--- src/rtl/wave_dac_tx.sv ---
`default_nettype none
// ============================================================================
// Module      : wave_dac_tx
// Description : Per-frame address capture, waveform table lookup and 16-bit
//               serial DAC transmitter with parallel debug output.
// Revision    : 1.0 - initial release
// ============================================================================
module wave_dac_tx #(
  parameter int         FRAME_CYC = 64,
  parameter logic [3:0] CTRL      = 4'b0011
) (
  input  logic       m_clk,
  input  logic       reset,
  input  logic       en,
  input  logic [7:0] addr_in,
  output logic [7:0] data_out,
  output logic       dac_sclk,
  output logic       dac_sync_n,
  output logic       dac_din,
  output logic       busy,
  output logic       frame_done
);

  localparam logic [2:0] c_IDLE    = 3'd0;
  localparam logic [2:0] c_CAPTURE = 3'd1;
  localparam logic [2:0] c_LOOKUP  = 3'd2;
  localparam logic [2:0] c_SHIFT   = 3'd3;
  localparam logic [2:0] c_DONE    = 3'd4;

  localparam logic [9:0] c_TIMER_MAX = 10'(FRAME_CYC - 1);

  logic [2:0]  r_state;
  logic [9:0]  r_timer;
  logic [7:0]  r_addr_q;
  logic [7:0]  r_sample_q;
  logic [15:0] r_word;
  logic [3:0]  r_bit_cnt;
  logic        r_phase;

  logic [6:0]  w_idx;
  logic [6:0]  w_fall;
  logic [7:0]  w_table;

  // addr[7] picks triangle (0) or square (1); addr[6] splits each into halves
  always_comb begin
    w_idx   = r_addr_q[6:0];
    w_fall  = 7'd127 - w_idx;
    w_table = 8'h00;
    if (r_addr_q[7]) begin
      w_table = w_idx[6] ? 8'h00 : 8'hFF;
    end else if (!w_idx[6]) begin
      w_table = {w_idx[5:0], 2'b00};
    end else begin
      w_table = {w_fall[5:0], 2'b00};
    end
  end

  always_ff @(posedge m_clk) begin
    if (reset) begin
      r_timer <= '0;
    end else if ((r_state == c_IDLE) && !en) begin
      r_timer <= '0;
    end else if (r_timer == c_TIMER_MAX) begin
      r_timer <= '0;
    end else begin
      r_timer <= r_timer + 10'd1;
    end
  end

  always_ff @(posedge m_clk) begin
    if (reset) begin
      r_state    <= c_IDLE;
      r_addr_q   <= '0;
      r_sample_q <= '0;
      r_word     <= '0;
      r_bit_cnt  <= '0;
      r_phase    <= 1'b0;
      data_out   <= '0;
      dac_sclk   <= 1'b0;
      dac_sync_n <= 1'b1;
      dac_din    <= 1'b0;
      busy       <= 1'b0;
      frame_done <= 1'b0;
    end else begin
      frame_done <= 1'b0;
      case (r_state)
        c_IDLE: begin
          if (en && (r_timer == 10'd0)) begin
            r_addr_q <= addr_in;
            busy     <= 1'b1;
            r_state  <= c_CAPTURE;
          end
        end
        c_CAPTURE: begin
          r_sample_q <= w_table;
          data_out   <= w_table;
          r_state    <= c_LOOKUP;
        end
        c_LOOKUP: begin
          r_word     <= {CTRL, r_sample_q, 4'b0000};
          dac_sync_n <= 1'b0;
          dac_sclk   <= 1'b0;
          dac_din    <= CTRL[3];
          r_bit_cnt  <= 4'd15;
          r_phase    <= 1'b0;
          r_state    <= c_SHIFT;
        end
        c_SHIFT: begin
          if (!r_phase) begin
            dac_sclk <= 1'b1;
            r_phase  <= 1'b1;
          end else if (r_bit_cnt == 4'd0) begin
            dac_sync_n <= 1'b1;
            dac_sclk   <= 1'b0;
            dac_din    <= 1'b0;
            busy       <= 1'b0;
            frame_done <= 1'b1;
            r_phase    <= 1'b0;
            r_state    <= c_DONE;
          end else begin
            // Next bit goes out with sclk low so it is settled before the rise
            dac_sclk  <= 1'b0;
            dac_din   <= r_word[r_bit_cnt - 4'd1];
            r_bit_cnt <= r_bit_cnt - 4'd1;
            r_phase   <= 1'b0;
          end
        end
        c_DONE: begin
          r_state <= c_IDLE;
        end
        default: begin
          r_state <= c_IDLE;
        end
      endcase
    end
  end

endmodule
`default_nettype wire

--- config.mk ---
export PLATFORM = sky130hd
export DESIGN_NAME = wave_dac_tx
export DESIGN_NICKNAME = d
export VERILOG_FILES = /design/src/rtl/wave_dac_tx.sv
export SDC_FILE = /design/constraint.sdc
export NUM_CORES = 1
export LEC_CHECK = 0
export CAP_MARGIN = 20
export CORE_MARGIN = 1
export CORE_UTILIZATION = 60
export CTS_CLUSTER_SIZE = 10
export DETAILED_ROUTE_END_ITERATION = 12
export DONT_BUFFER_PORTS = 1
export PLACE_DENSITY_LB_ADDON = 0.08
export SLEW_MARGIN = 20
export SYNTH_ARGS = -nofsm -noshare
export SYNTH_HDL_FRONTEND = slang
export SYNTH_SLANG_ARGS = --single-unit
--- constraint.sdc ---
create_clock -name m_clk -period 1.9 [get_ports m_clk]
set_clock_uncertainty 0.05 [all_clocks]
set_input_delay 0.285 -clock m_clk [delete_from_list [all_inputs] [get_ports m_clk]]
set_output_delay 0.285 -clock m_clk [all_outputs]
set_load 0.05 [all_outputs]
======== After elaboration in Yosys (flattened, before gate mapping) ========
Cells that the tools add are included.
storage, ports and cells
  register bits after elaboration ......... 47
  bits in latches ......................... 0
  bits in writable memories ............... 0
  ROM bits ................................ 0
  input bits .............................. 11
  output and inout bits ................... 13
  word-level logic and storage cells ...... 66
  memories kept ........................... 0
operators by class
  add/sub/neg operators ................... 3
  multiply operators ...................... 0
  divide/modulo/power cells ............... 0
  order comparisons ....................... 1
  eq/ne operators ......................... 8
  shift operators ......................... 0
  muxes and demuxes ....................... 25
  bitwise operators ....................... 2
  reduce and logical (&&, ||, !) cells .... 16
operators by type and width
  operator               number
  $mux 8                 3
  $pmux 3 s4             1
  $add 10x1->10 const B  1
  $eq 10x6->1 const B    1
  $logic_not 10->1       1
  $mux 1                 10
  $mux 3                 3
  $reduce_and 3->1       3
  $mux 4                 2
  $pmux 1 s2             4
  $pmux 4 s2             1
  $eq 3x2->1 const B     2
  $ne 2x2->1 const B     3
  $reduce_or 3->1        2
  $sub 6x6->6 const A    1
  $lt 4x5->1 const B     1
  $bmux 1 s4             1
  $logic_not 4->1        1
  $reduce_and 2->1       2
  $reduce_and 4->1       1
  $reduce_bool 2->1      2
  $sub 4x1->4 const B    1
  $eq 3x1->1 const B     1
  $logic_not 3->1        1
  4 further kinds        6

======== Logic depth before layout (Yosys ltp) ========
  word-level depth ........................ 6
  gate-level depth with buffers ........... 7
  gate-level depth less buffers ........... 6

======== Worst setup path after synthesis ========
No wires, ideal clock.
  kind .................................... register to register
  start point ............................. reg r_bit_cnt[0]
  end point ............................... reg dac_din
  library setup time ...................... 0.140 ns
  arrival time ............................ 1.478 ns
  required time ........................... 1.710 ns
  slack ................................... 0.232 ns
  cell stages (with the launch flop) ...... 7
  path buffers ............................ 0
  clock period less this slack ............ 1.668 ns
  cell sequence ........................... dfxtp_1 inv_1 ha_1 mux4_2 and2_1 o21ai_0 a221oi_2
on the way
  longest elaborated chain between the ends .. 6
  elaborated cells on any way between the ends .. 7
  those cells by class .................... add/sub: 1; mux: 5; reduce/logical: 1
RTL lines
  what                          RTL line  source
  from (decl)                   37        logic [3:0] r_bit_cnt;
  from (signal assigned)        124       r_bit_cnt <= r_bit_cnt - 4'd1;
  $sub 4x1->4                   123       dac_din <= r_word[r_bit_cnt - 4'd1];
  $bmux 1 s4                    123
  $mux 1 (not written as such)  123
  $mux 1 *                      112       end else if (r_bit_cnt == 4'd0) begin
  $mux 1 *                      109       if (!r_phase) begin
  $pmux 1 s2 *                  86        case (r_state)
  to (signal assigned)          103       dac_din <= CTRL[3];
  to (signal assigned)          123
  to (decl)                     19        output logic dac_din,
Every way passes the cells marked *; elsewhere a longest branch is shown, timed or not. The select of a mux whose other input is x is not followed.
A chain may end at the register's enable or synchronous reset.

======== Final worst setup path ========
  start point ............................. reg r_bit_cnt[0]
  end point ............................... reg r_bit_cnt[2]
on the way
  longest elaborated chain between the ends .. 4
  elaborated cells on any way between the ends .. 7
  those cells by class .................... add/sub: 1; eq/ne: 1; mux: 3; reduce/logical: 2
RTL lines
  what         RTL line
  $sub 4x1->4  124
  $mux 4       112
  $mux 4       109
  $pmux 4 s2   86
Parallel ways exist; a longest one is shown, timed or not. The select of a mux whose other input is x is not followed.

==> summary.md <==
| Metric | Value |
|---|---|
| Outcome | finished, final reports clean |
| RSZ-0062 raised after global routing | false |
| CP max stage delay | 0.40 ns |
| Vias in the first global route | 1,327 |
| I/O Buffers | 0 |
| Slowest stage cell, crit path | dfxtp_2 |
| R2R Path Start | r_bit_cnt[0]$_SDFFE_PP0P_ |
| Setup_tns | 0 ns |
| First drt pass iteration count | 4 |
| First-pass GRT wire length | 6.02 mm |
| Hold Fails Final Rpt | 0 |
| Post-Synthesis Cells | 212 |
| Reg2Reg Depth | 6 |
| Asr flop ratio synth | 0% |
| Die X-Extent | 60.3 um |
| Largest cells by area after synthesis | dfxtp_1 (44%), mux2i_1 (11%), nor2_1 (8.6%), xnor2_1 (5.6%), ha_1 (1.8%) |
| Avg Cell Area, Syn | 9.63 um2 |
| Tot Pwr | 0.00217 W |
| Seq cells post-synth | 45 |
| DRC errors left | 0 |
| Worst VDD drop | 0.000579 V |
| Share of the synthesized area in the top cell type | 44.1% |
| Clock-pin transition on the worst setup and hold timing paths | 0.13 ns |
| Area Overhead vs Synth | 9.93% |
| R2R setup slack | 0.15 ns |
| CTS tree | built |
| Crit path launch | r_bit_cnt[0]$_SDFFE_PP0P_ |
| Final period util | 92.3% |
| Finished Cell Area | 2240 um2 |
| Synth cell types | 45 |
| Cells along the critical path | inv_1 > ha_1 > nor3b_2 > a211oi_2 > a21oi_1 > a311oi_2 |
| Simple logic cell fraction of the synthesized area | 20.6% |
| Max-Slew Margin vs Limit | 61.3% |
| Required time of the critical path | 2.15 ns |
| Max Slew Vio Count | 0 |
| Gr ovfl total | 0 |
| Util after Layout | 71.8% |
| Top routing layer in use | met4 |
| Die Ht | 60.3 um |
| HP Start | reset |
| Worst-Skew Late Latency | 0.37 ns |
| Seq/Total Area, Yosys | 44.1% |
| GRT Total Usage | 22.5% |
| Main combinational cell family by area after synthesis | simple AND/OR/NAND/NOR gates |
| Num rows | 20 |
| Clk root buf | clkbuf_4 |
| Max Root-Sink Buffers | 2 |
| Reg-to-reg critical path endpoint | r_bit_cnt[2]$_SDFFE_PP0P_ |
| Share of cells above drive strength 1 | 14.0% |
| DP HPWL | 2.55 mm |
| Worst Hold End | r_state[1]$_SDFFE_PP0P_ |
| Worst-Margin Slew | 0.580 ns |
| Xor/xnor share of the synthesized area | 6.86% |
| Met2 wire length | 1.65 mm |
| Final setup violation count | 0 |
| Initial DRC Count | 78 |
| Critical Path End Type | flop |
| Synth Area in Adders | 1.84% |
| Die Area | 3640 um2 |
| Critical Path AT | 2.00 ns |
| Mux cell area share after synthesis | 12.9% |
| Met3 wire length | 193 um |
| Met1 Wirelength | 1.70 mm |
| Crit-path max FO | 5 |
| Via/cell ratio | 5.41 |
| Setup CP Type | reg2reg |
| Most common cell after layout, fill and taps aside | nor2_1 |
| Power density cells | 968 nW/um2 |
| WHS Path Cells | 3 |
| Area leader, netlist | dfxtp_1 |
| Clk sinks | 45 |
| Most frequent cells in the layout | nor2_1 (47), dfxtp_1 (44), mux2i_1 (23), xnor2_1 (13), inv_1 (9) |
| P_leak | 0.867 nW |
| Synth Area in Compound Gates | 8.15% |
| Dpl cell area | 2060 um2 |
| Hold WC Path Type | in2reg |
| Ant. Diodes | 0 |
| Initial antenna violation count | 0 |
| RD Place Congestion | 0.872 |
| EDFF count, synth | 0 |
| Mapped Nets | 226 |
| Routed via count | 1,439 |
| Largest net degree at the start of global routing | 30 |
| Max_cap viols | 0 |
| CP startpoint kind | flop |
| Floorplan core area | 3130 um2 |
| Crit path time final | 1.75 ns |
| Drt total wl | 3.61 mm |
| Post-Synthesis Cell Area | 2040 um2 |
| Final nets | 235 |
| Yosys warnings | 0 |
| H-tree levels | 2 |
| Synth Flop Type | dfxtp_1 |
| Post-route ant nets | 0 |
| Initial core utilization | 65.3% |
| Drt wl/cell | 13.6 um |
| CTS buffer count | 5 |
| I/O Pins | 24 |
| Fmax achieved | 570 MHz |
==> cells in the mapped netlist (2+ instances only) <==
cell	instances
nand3b_1	2
a31oi_1	2
inv_1	9
xor2_1	3
buf_2	2
and2_1	3
nor3b_1	2
buf_4	2
ha_1	3
mux2i_1	23
buf_6	3
o22ai_1	2
nand2_1	6
nand3_1	4
o21ai_0	4
and3_2	2
nor3_1	4
a21oi_1	3
clkbuf_1	4
xnor2_1	13
nor2_1	47
dfxtp_1	45
a211oi_2	2
==> critical path, delay by kind of cell, from the launching register on <==
family | cells | cell delay, ns
simple gates | 1 | 0.20
compound gates | 3 | 0.69
fa+ha+maj | 1 | 0.27
flops | 1 | 0.40
buf+inv | 1 | 0.08
==> per-stage QoR <==
step	instances	hold WS, ns	setup WS, ns
after floorplan	212	0.343	0.232
after global placement	250	0.306	0.203
after detailed placement	250	0.308	0.103
after CTS	265	0.0193	0.0433
after global routing	266	0.0256	0.0603
final	266	0.0361	0.147
==> sequential cells by signal (all words and copies together) (netlist names) <==
| name | cells |
|---|---|
| r_timer | 10 |
| r_bit_cnt | 4 |
| r_phase | 1 |
| r_state | 3 |
| frame_done | 1 |
| dac_din | 1 |
| r_sample_q | 7 |
| r_word | 8 |
| dac_sync_n | 1 |
| r_addr_q | 8 |
| busy | 1 |
==> cell families (layout without fill, tap and decap cells) <==
group / count (synthesis) / in the layout
buffers and inverters: 21 / 31
flip-flops: 45 / 45
multiplexers: 25 / 25
AND/OR/NAND/NOR: 81 / 81
adder cells (fa/ha/maj): 3 / 3
XOR/XNOR: 16 / 16
AO/OA/AOI/OAI: 21 / 21
==> worst max path at each step <==
stage | slack, ns | to
2_1_floorplan | 0.23 | dac_din$_SDFFE_PP0P_
3_3_place_gp | 0.20 | dac_din$_SDFFE_PP0P_
6_report | 0.15 | r_bit_cnt[2]$_SDFFE_PP0P_
3_5_place_dp | 0.10 | r_bit_cnt[2]$_SDFFE_PP0P_
5_1_grt | 0.06 | r_bit_cnt[2]$_SDFFE_PP0P_
4_1_cts | 0.04 | dac_din$_SDFFE_PP0P_
==> routing by layer <==
| metal | up-vias | global-route usage, % |
|---|---|---|
| met5 | - | 0 |
| met4 | 0 | 9.30 |
| met3 | 6 | 7.04 |
| met2 | 32 | 34.7 |
| met1 | 666 | 29.4 |
| li1 | 735 | - |
==> report_power, final <==
part	internal, W	switching, W
sequential	0.00101	0.000137
clock	0.000313	0.000312
combinational	0.000194	0.000209
total	0.00152	0.000658
==> layout make-up <==
| type | count | area (um2) |
|---|---|---|
| multi-input combinational | 146 | 1030 |
| sequential | 45 | 902 |
| fill | 254 | 883 |
| timing repair buffer | 14 | 130 |
| tap | 44 | 55.1 |
| clock buffer | 6 | 51.3 |
| clock inverter | 2 | 37.5 |
| inverter | 9 | 33.8 |
==> what timing repair did <==
action	in CTS	in global routing
setup endpoints to repair	0	3
setup buffers	0	0
gates resized for setup	0	2
hold endpoints to repair	29	0
hold buffers	7	0
No activity file was read; power rests on OpenSTA's default activity.
